$ cat config.mk
export PLATFORM = sky130hd
export DESIGN_NAME = core_run_ctrl
export DESIGN_NICKNAME = d
export VERILOG_FILES = /design/src/rtl/core_run_pkg.sv /design/src/rtl/pc_stall_det.sv /design/src/rtl/core_run_ctrl.sv
export SDC_FILE = /design/constraint.sdc
export NUM_CORES = 1
export LEC_CHECK = 0
export CAP_MARGIN = 25
export CELL_PAD_IN_SITES_DETAIL_PLACEMENT = 1
export CELL_PAD_IN_SITES_GLOBAL_PLACEMENT = 1
export CORE_MARGIN = 10
export CORE_UTILIZATION = 39
export DETAILED_ROUTE_END_ITERATION = 10
export PLACE_DENSITY_LB_ADDON = 0.1
export SYNTH_ARGS = -nofsm -noshare
export SYNTH_HDL_FRONTEND = slang
export SYNTH_HIERARCHICAL = 1
export SYNTH_SLANG_ARGS = --single-unit
$ cat constraint.sdc
create_clock -name clk -period 4.24 [get_ports clk]
set_clock_uncertainty 0.05 [all_clocks]
set_input_delay 1.06 -clock clk [delete_from_list [all_inputs] [get_ports clk]]
set_output_delay 1.06 -clock clk [all_outputs]
set_load 0.01 [all_outputs]
$ cat src/rtl/core_run_pkg.sv
// Shared FSM encoding, termination status codes and helpers for the core run controller.
package core_run_pkg;

    typedef enum logic [1:0] {
        ST_IDLE = 2'd0,
        ST_RST  = 2'd1,
        ST_RUN  = 2'd2,
        ST_DONE = 2'd3
    } run_state_e;

    typedef enum logic [1:0] {
        STAT_NONE    = 2'b00,
        STAT_HALT    = 2'b01,
        STAT_TIMEOUT = 2'b10,
        STAT_STALL   = 2'b11
    } run_status_e;

    localparam int STALL_W   = 16;
    localparam int MAX_CORES = 8;

    // Index of the lowest set bit; 0 when the vector is empty.
    function automatic logic [2:0] lowest_set(input logic [MAX_CORES-1:0] vec);
        logic [2:0] idx;
        idx = 3'd0;
        for (int i = MAX_CORES - 1; i >= 0; i--) begin
            if (vec[i]) begin
                idx = 3'(i);
            end
        end
        return idx;
    endfunction

endpackage

$ cat src/rtl/pc_stall_det.sv
// Per-core stall detector: counts consecutive RUN cycles in which the core PC did not move.
module pc_stall_det
    import core_run_pkg::*;
#(
    parameter int PC_W = 24
) (
    input  logic               clk,
    input  logic               resetn,
    input  logic               clear,
    input  logic               enable,
    input  logic [PC_W-1:0]    pc,
    input  logic [STALL_W-1:0] stall_limit,
    output logic               stall
);

    logic [PC_W-1:0]    pc_prev_r;
    logic               pc_valid_r;
    logic [STALL_W-1:0] stall_cnt_r;
    logic               pc_same_s;

    // The first sampled PC of a run has no predecessor and counts as a change.
    assign pc_same_s = pc_valid_r && (pc == pc_prev_r);

    // PC history and saturating unchanged-cycle counter.
    always_ff @(posedge clk) begin
        if (!resetn || clear) begin
            pc_prev_r   <= {PC_W{1'b0}};
            pc_valid_r  <= 1'b0;
            stall_cnt_r <= {STALL_W{1'b0}};
        end else if (enable) begin
            pc_prev_r  <= pc;
            pc_valid_r <= 1'b1;
            if (!pc_same_s) begin
                stall_cnt_r <= {STALL_W{1'b0}};
            end else if (stall_cnt_r != {STALL_W{1'b1}}) begin
                stall_cnt_r <= stall_cnt_r + STALL_W'(1);
            end
        end
    end

    assign stall = (stall_limit != {STALL_W{1'b0}}) && (stall_cnt_r >= stall_limit);

endmodule

$ cat src/rtl/core_run_ctrl.sv
// Run controller: holds cores in reset, runs them, and records why and when the run ended.
module core_run_ctrl
    import core_run_pkg::*;
#(
    parameter int N_CORES      = 2,
    parameter int PC_W         = 24,
    parameter int CNT_W        = 32,
    parameter int RESET_CYCLES = 4,
    parameter int HALT_ALL     = 0
) (
    input  logic                    clk,
    input  logic                    resetn,
    input  logic                    start,
    input  logic [CNT_W-1:0]        max_cycles,
    input  logic [STALL_W-1:0]      stall_limit,
    input  logic [N_CORES-1:0]      halt_i,
    input  logic [N_CORES*PC_W-1:0] pc_i,
    output logic [N_CORES-1:0]      core_resetn_o,
    output logic                    running_o,
    output logic                    done_o,
    output logic [1:0]              status_o,
    output logic [2:0]              cause_core_o,
    output logic [N_CORES-1:0]      halted_mask_o,
    output logic [CNT_W-1:0]        cycle_count_o
);

    localparam int RC_W = (RESET_CYCLES > 1) ? $clog2(RESET_CYCLES) : 1;

    run_state_e         state_r;
    run_state_e         state_nxt_s;
    logic [RC_W-1:0]    rst_cnt_r;
    run_status_e        status_r;
    logic [2:0]         cause_r;
    logic [N_CORES-1:0] mask_r;
    logic [CNT_W-1:0]   count_r;

    logic               enter_rst_s;
    logic               in_run_s;
    logic [N_CORES-1:0] all_seen_s;
    logic [N_CORES-1:0] stall_raw_s;
    logic [N_CORES-1:0] stall_vec_s;
    logic               halt_term_s;
    logic               timeout_term_s;
    logic               term_s;
    run_status_e        term_status_s;
    logic [2:0]         term_cause_s;

    assign in_run_s       = (state_r == ST_RUN);
    assign all_seen_s     = mask_r | halt_i;
    assign halt_term_s    = (HALT_ALL != 0) ? (&all_seen_s) : (|halt_i);
    // A core that has already halted keeps a frozen PC, which is not a stall.
    assign stall_vec_s    = stall_raw_s & ~all_seen_s;
    assign timeout_term_s = (max_cycles != {CNT_W{1'b0}}) && (count_r >= max_cycles);

    for (genvar g = 0; g < N_CORES; g++) begin : g_core
        pc_stall_det #(
            .PC_W(PC_W)
        ) u_det (
            .clk        (clk),
            .resetn     (resetn),
            .clear      (enter_rst_s),
            .enable     (in_run_s),
            .pc         (pc_i[g*PC_W +: PC_W]),
            .stall_limit(stall_limit),
            .stall      (stall_raw_s[g])
        );
    end

    // Next-state selection; a run (re)starts only from IDLE or DONE.
    always_comb begin
        state_nxt_s = state_r;
        enter_rst_s = 1'b0;
        case (state_r)
            ST_IDLE, ST_DONE: begin
                if (start) begin
                    state_nxt_s = ST_RST;
                    enter_rst_s = 1'b1;
                end else begin
                    state_nxt_s = state_r;
                end
            end
            ST_RST: begin
                if (rst_cnt_r == RC_W'(RESET_CYCLES - 1)) begin
                    state_nxt_s = ST_RUN;
                end else begin
                    state_nxt_s = ST_RST;
                end
            end
            ST_RUN: begin
                if (term_s) begin
                    state_nxt_s = ST_DONE;
                end else begin
                    state_nxt_s = ST_RUN;
                end
            end
            default: begin
                state_nxt_s = ST_IDLE;
            end
        endcase
    end

    // Termination arbitration: halt beats stall beats timeout.
    always_comb begin
        term_s        = 1'b0;
        term_status_s = STAT_NONE;
        term_cause_s  = 3'd0;
        if (in_run_s) begin
            if (halt_term_s) begin
                term_s        = 1'b1;
                term_status_s = STAT_HALT;
                term_cause_s  = lowest_set(MAX_CORES'(halt_i));
            end else if (|stall_vec_s) begin
                term_s        = 1'b1;
                term_status_s = STAT_STALL;
                term_cause_s  = lowest_set(MAX_CORES'(stall_vec_s));
            end else if (timeout_term_s) begin
                term_s        = 1'b1;
                term_status_s = STAT_TIMEOUT;
                term_cause_s  = 3'd0;
            end else begin
                term_s        = 1'b0;
            end
        end else begin
            term_s = 1'b0;
        end
    end

    // State, reset-hold counter and run bookkeeping registers.
    always_ff @(posedge clk) begin
        if (!resetn) begin
            state_r   <= ST_IDLE;
            rst_cnt_r <= {RC_W{1'b0}};
            status_r  <= STAT_NONE;
            cause_r   <= 3'd0;
            mask_r    <= {N_CORES{1'b0}};
            count_r   <= {CNT_W{1'b0}};
        end else begin
            state_r <= state_nxt_s;
            if (enter_rst_s) begin
                rst_cnt_r <= {RC_W{1'b0}};
                status_r  <= STAT_NONE;
                cause_r   <= 3'd0;
                mask_r    <= {N_CORES{1'b0}};
                count_r   <= {CNT_W{1'b0}};
            end else if (state_r == ST_RST) begin
                rst_cnt_r <= rst_cnt_r + RC_W'(1);
            end else if (in_run_s) begin
                if (count_r != {CNT_W{1'b1}}) begin
                    count_r <= count_r + CNT_W'(1);
                end
                mask_r <= mask_r | halt_i;
                if (term_s) begin
                    status_r <= term_status_s;
                    cause_r  <= term_cause_s;
                end
            end
        end
    end

    assign core_resetn_o = {N_CORES{(state_r == ST_RUN) || (state_r == ST_DONE)}};
    assign running_o     = in_run_s;
    assign done_o        = (state_r == ST_DONE);
    assign status_o      = status_r;
    assign cause_core_o  = cause_r;
    assign halted_mask_o = mask_r;
    assign cycle_count_o = count_r;

endmodule

==> impl_metrics.py <==
metrics = {
    "sta": {
        "tightest_slew_ns": 0.963,
        "slew_headroom_pct": 35.3,
        "tns_ns": 0,
        "rsz0062_at_grt": "no",
        "max_freq_ghz": 0.266,
        "slew_viol_final": 0,
        "fin_crit_ns": 3.76,
        "setup_viol": 0,
        "period_share_pct": 88.6,
        "final_hold_viol_count": 0,
    },
    "layout": {
        "seq_area_um2": 2460,
        "diodes": 0,
        "multi_input_area_um2": 4880,
        "layout-drive-gt1-share_pct": 5.38,
        "instances_no_fill": 1362,
        "final_net_count": 1256,
        "fill_cells": 2366,
        "final_util_pct": 51.8,
        "area_growth_syn_to_layout_pct": 30.1,
    },
    "die": {
        "ios": 144,
        "fp.dieArea_um2": 26000,
        "initial_utilization_pct": 39.8,
        "core_area_um2": 19500,
        "die_w_um": 161,
        "rows": 51,
        "fp.dieH_um": 161,
    },
    "setup_path": {
        "cp_max_fo": 4,
        "worst_setup_path_start_kind": "input port",
        "crit_chain": "clkdlybuf4s50_1 -> inv_1 -> ha_1 -> nand4_1 -> or3_1 -> a2111oi_0 -> o31a_1 -> inv_1 -> o32ai_1 -> nor3_1 -> nand2_1 -> o21ai_0 -> o21a_1",
        "cpMostUsedCell": "inv_1",
        "crit_end": "cause_core_o[0]",
        "r2r_cells": 14,
        "end_kind": "flop",
        "rr_startpoint": "g_core[1].u_det/stall_cnt_r[0]",
        "cpPeakStageDelay_ns": 0.57,
        "worstPathArrival_ns": 4.01,
        "critPathRequiredTime_ns": 4.49,
        "critical-path-slowest-cell": "clkdlybuf4s50_1",
        "r2r_slack_ns": 1.21,
        "setup.worst_path.start": "stall_limit[7]",
        "reg2reg_to": "cause_core_o[0]",
        "crit_type": "in2reg",
    },
    "power_and_ir_drop": {
        "p_comb_share_pct": 21.2,
        "p_sw_share_pct": 29.0,
        "leakage_uw": 0.00391,
        "clkPwrFrac_pct": 43.2,
        "power_density_nw_per_um2": 356,
        "switching_power_uw": 1040,
        "p_int_uw": 2550,
        "p_seq_share_pct": 35.7,
        "ir_drop_v": 0.000283,
    },
    "synthesis": {
        "async_reset_ff_share_pct": 0,
        "syn_avg_cell_area_um2": 8.27,
        "yosys_warnings": 6,
        "ys.flop_type": "dfxtp_1",
        "yosysSeqAreaShare_pct": 31.7,
        "synth_seq_cells": 123,
        "synth_top_cell_by_area": "dfxtp_1",
        "yosysUniqueCellTypes": 58,
        "synth_top_area_share_pct": 31.7,
        "syn_area_um2": 7770,
        "netlist_instances": 940,
        "ys_top_cells_by_area": "dfxtp_1 32%, ha_1 11%, mux2i_1 7.1%, xnor2_1 6.3%, nor2_1 5.4%",
        "synth_edf_count": 0,
    },
    "routing": {
        "num_vias": 7275,
        "wire_per_inst_um": 17.0,
        "wirelength_um": 23100,
        "dr.pass1.iters": 4,
        "dr.first_iter.drc_count": 268,
        "drc": 0,
        "vias_per_cell": 5.34,
        "ant_nets": 0,
    },
    "cts": {
        "cts_setup_buffers": 0,
        "cts_resized": 0,
        "h-tree-depth": 4,
        "ctsRootBufferMaster": "clkbuf_16",
        "clock_sinks": 123,
        "cts_buffers": 17,
        "insertion_delay_ns": 0.42,
        "clockBufferDepth": 2,
        "cts_tree": "yes",
        "cts_hold_buffers": 0,
        "clk_pin_slew_ns": 0.06,
    },
    "global_routing": {
        "overflow": 0,
        "grt_max_degree": 46,
        "grt_first_pass_wirelength_um": 37900,
        "grtUsageTotal_pct": 17.3,
        "grt_pass1_vias": 7620,
        "antenna_found_initial": 1,
    },
    "placed_design": {
        "dpl.cell_count": 1330,
        "place.port_buffers": 141,
        "dpl.hpwl_um": 18100,
        "place.gp.congestion": 0.824,
    },
    "outcome": {
        "outcome": "complete, no violations",
    },
    "run": {
        "cap_violations": 0,
    },
    "min_path": {
        "min_path_type": "reg2reg",
    },
}
## flip-flops by register name, summed over array words and instances, names as in the netlist
register	flops
g_core.u_det/pc_prev_r	48
cycle_count_o	32
g_core.u_det/stall_cnt_r	32
g_core.u_det/pc_valid_r	2
halted_mask_o	2
rst_cnt_r	2
state_r	2
status_o	2
cause_core_o	1
## final cells by class
type                            count  share of cell area, %
Tap cell                          265                   3.28
Multi-Input combinational cell    705                   48.3
Clock buffer                       20                   4.62
Clock inverter                     12                   1.58
Timing Repair Buffer              151                   14.7
Sequential cell                   123                   24.4
Inverter                           86                   3.19
## routing by layer
metal  routed length, um  global-route usage [%]
met1               10900                    21.3
met2               11200                    29.9
met3                 843                    3.63
met4                 257                    4.43
met5                  12                       0
## cells in the final DEF, fill, tap and decap left out, types with 4 or more instances in the layout
master           count
inv_1               86
a21o_1              10
nor4_1              32
buf_4               10
or3_2                4
xnor2_1             56
nand2_1             58
mux2i_1             55
nand2b_1             9
o21ai_0             29
xor2_1              16
a311oi_1             5
clkinvlp_4           4
nor3b_1              9
nor2b_1              4
a21oi_1             40
nor3_1              24
and4_1               5
nor2_1             112
and2_1               6
ha_1                70
nand3_1             26
clkdlybuf4s50_1    141
clkbuf_16           17
o22ai_1              4
and3_1              20
dfxtp_1            123
a41oi_1              4
a211oi_1            12
a31oi_1              7
nand4_1             34
or3_1                7
## cell usage after synthesis (6+ instances only)
master and instances:
a21oi_1 40, o21ai_0 29, nand4_1 34, a31oi_1 7, and2_1 6, nor3b_1 9, clkbuf_1 15, and3_1 20
buf_1 6, or3_1 7, ha_1 71, nand3_1 26, xor2_1 16, a21o_1 10, nor2_1 112, xnor2_1 56
nor4_1 32, nand2_1 58, nand2b_1 9, inv_1 86, nor3_1 24, a211oi_1 12, dfxtp_1 123, mux2i_1 55
## worst min-delay path by stage
stage                                           from                          to  slack, ns  depth (start not counted)
final                     g_core[1].u_det/pc_valid_r  g_core[1].u_det/pc_valid_r       0.45                          2
after global routing                     status_o[0]                 status_o[0]       0.49                          1
after CTS                 g_core[1].u_det/pc_valid_r  g_core[1].u_det/pc_valid_r       0.45                          2
after detailed placement  g_core[1].u_det/pc_valid_r  g_core[1].u_det/pc_valid_r       0.44                          2
after global placement    g_core[0].u_det/pc_valid_r  g_core[0].u_det/pc_valid_r       0.43                          2
after floorplan           g_core[0].u_det/pc_valid_r  g_core[0].u_det/pc_valid_r       0.41                          2
## stage by stage
step           total power [uW]  instance area, um^2  hold WS [ns]  worst slack [ns]
2_1_floorplan              1780                 7780         0.405             0.954
3_3_place_gp               2060                 9480         0.430             0.186
3_5_place_dp               2080                 9480         0.437            0.0610
4_1_cts                    3640                10100         0.450             0.486
5_1_grt                    3770                10100         0.487             0.160
6_report                   3590                10100         0.446             0.483
## worst max-delay path: cells and delay by family
family,cells,cell delay (ns)
buf+inv,3,0.69
fa+ha+maj,1,0.31
simple gates,4,0.76
compound gates,5,1.20
## logic make-up (layout without fill, tap and decap cells)
kind of cell / after synthesis / count (layout) / synth area share, %
flops: 123 / 123 / 31.7
compound gates: 135 / 135 / 11.1
simple gates: 370 / 370 / 24.8
xor+xnor: 72 / 72 / 8.11
mux: 55 / 55 / 7.08
buf+inv: 113 / 269 / 5.73
fa+ha+maj: 71 / 71 / 11.4
other cells: 1 / 2 / 0.0482
## power groups by stage
stage	Sequential, uW	Clock, uW	Combinational, uW
2_1_floorplan	1300	0	482
3_3_place_gp	1300	0	756
3_5_place_dp	1310	0	770
4_1_cts	1280	1590	776
5_1_grt	1290	1630	845
6_report	1280	1550	761
Power figures use the tool's default switching activity.
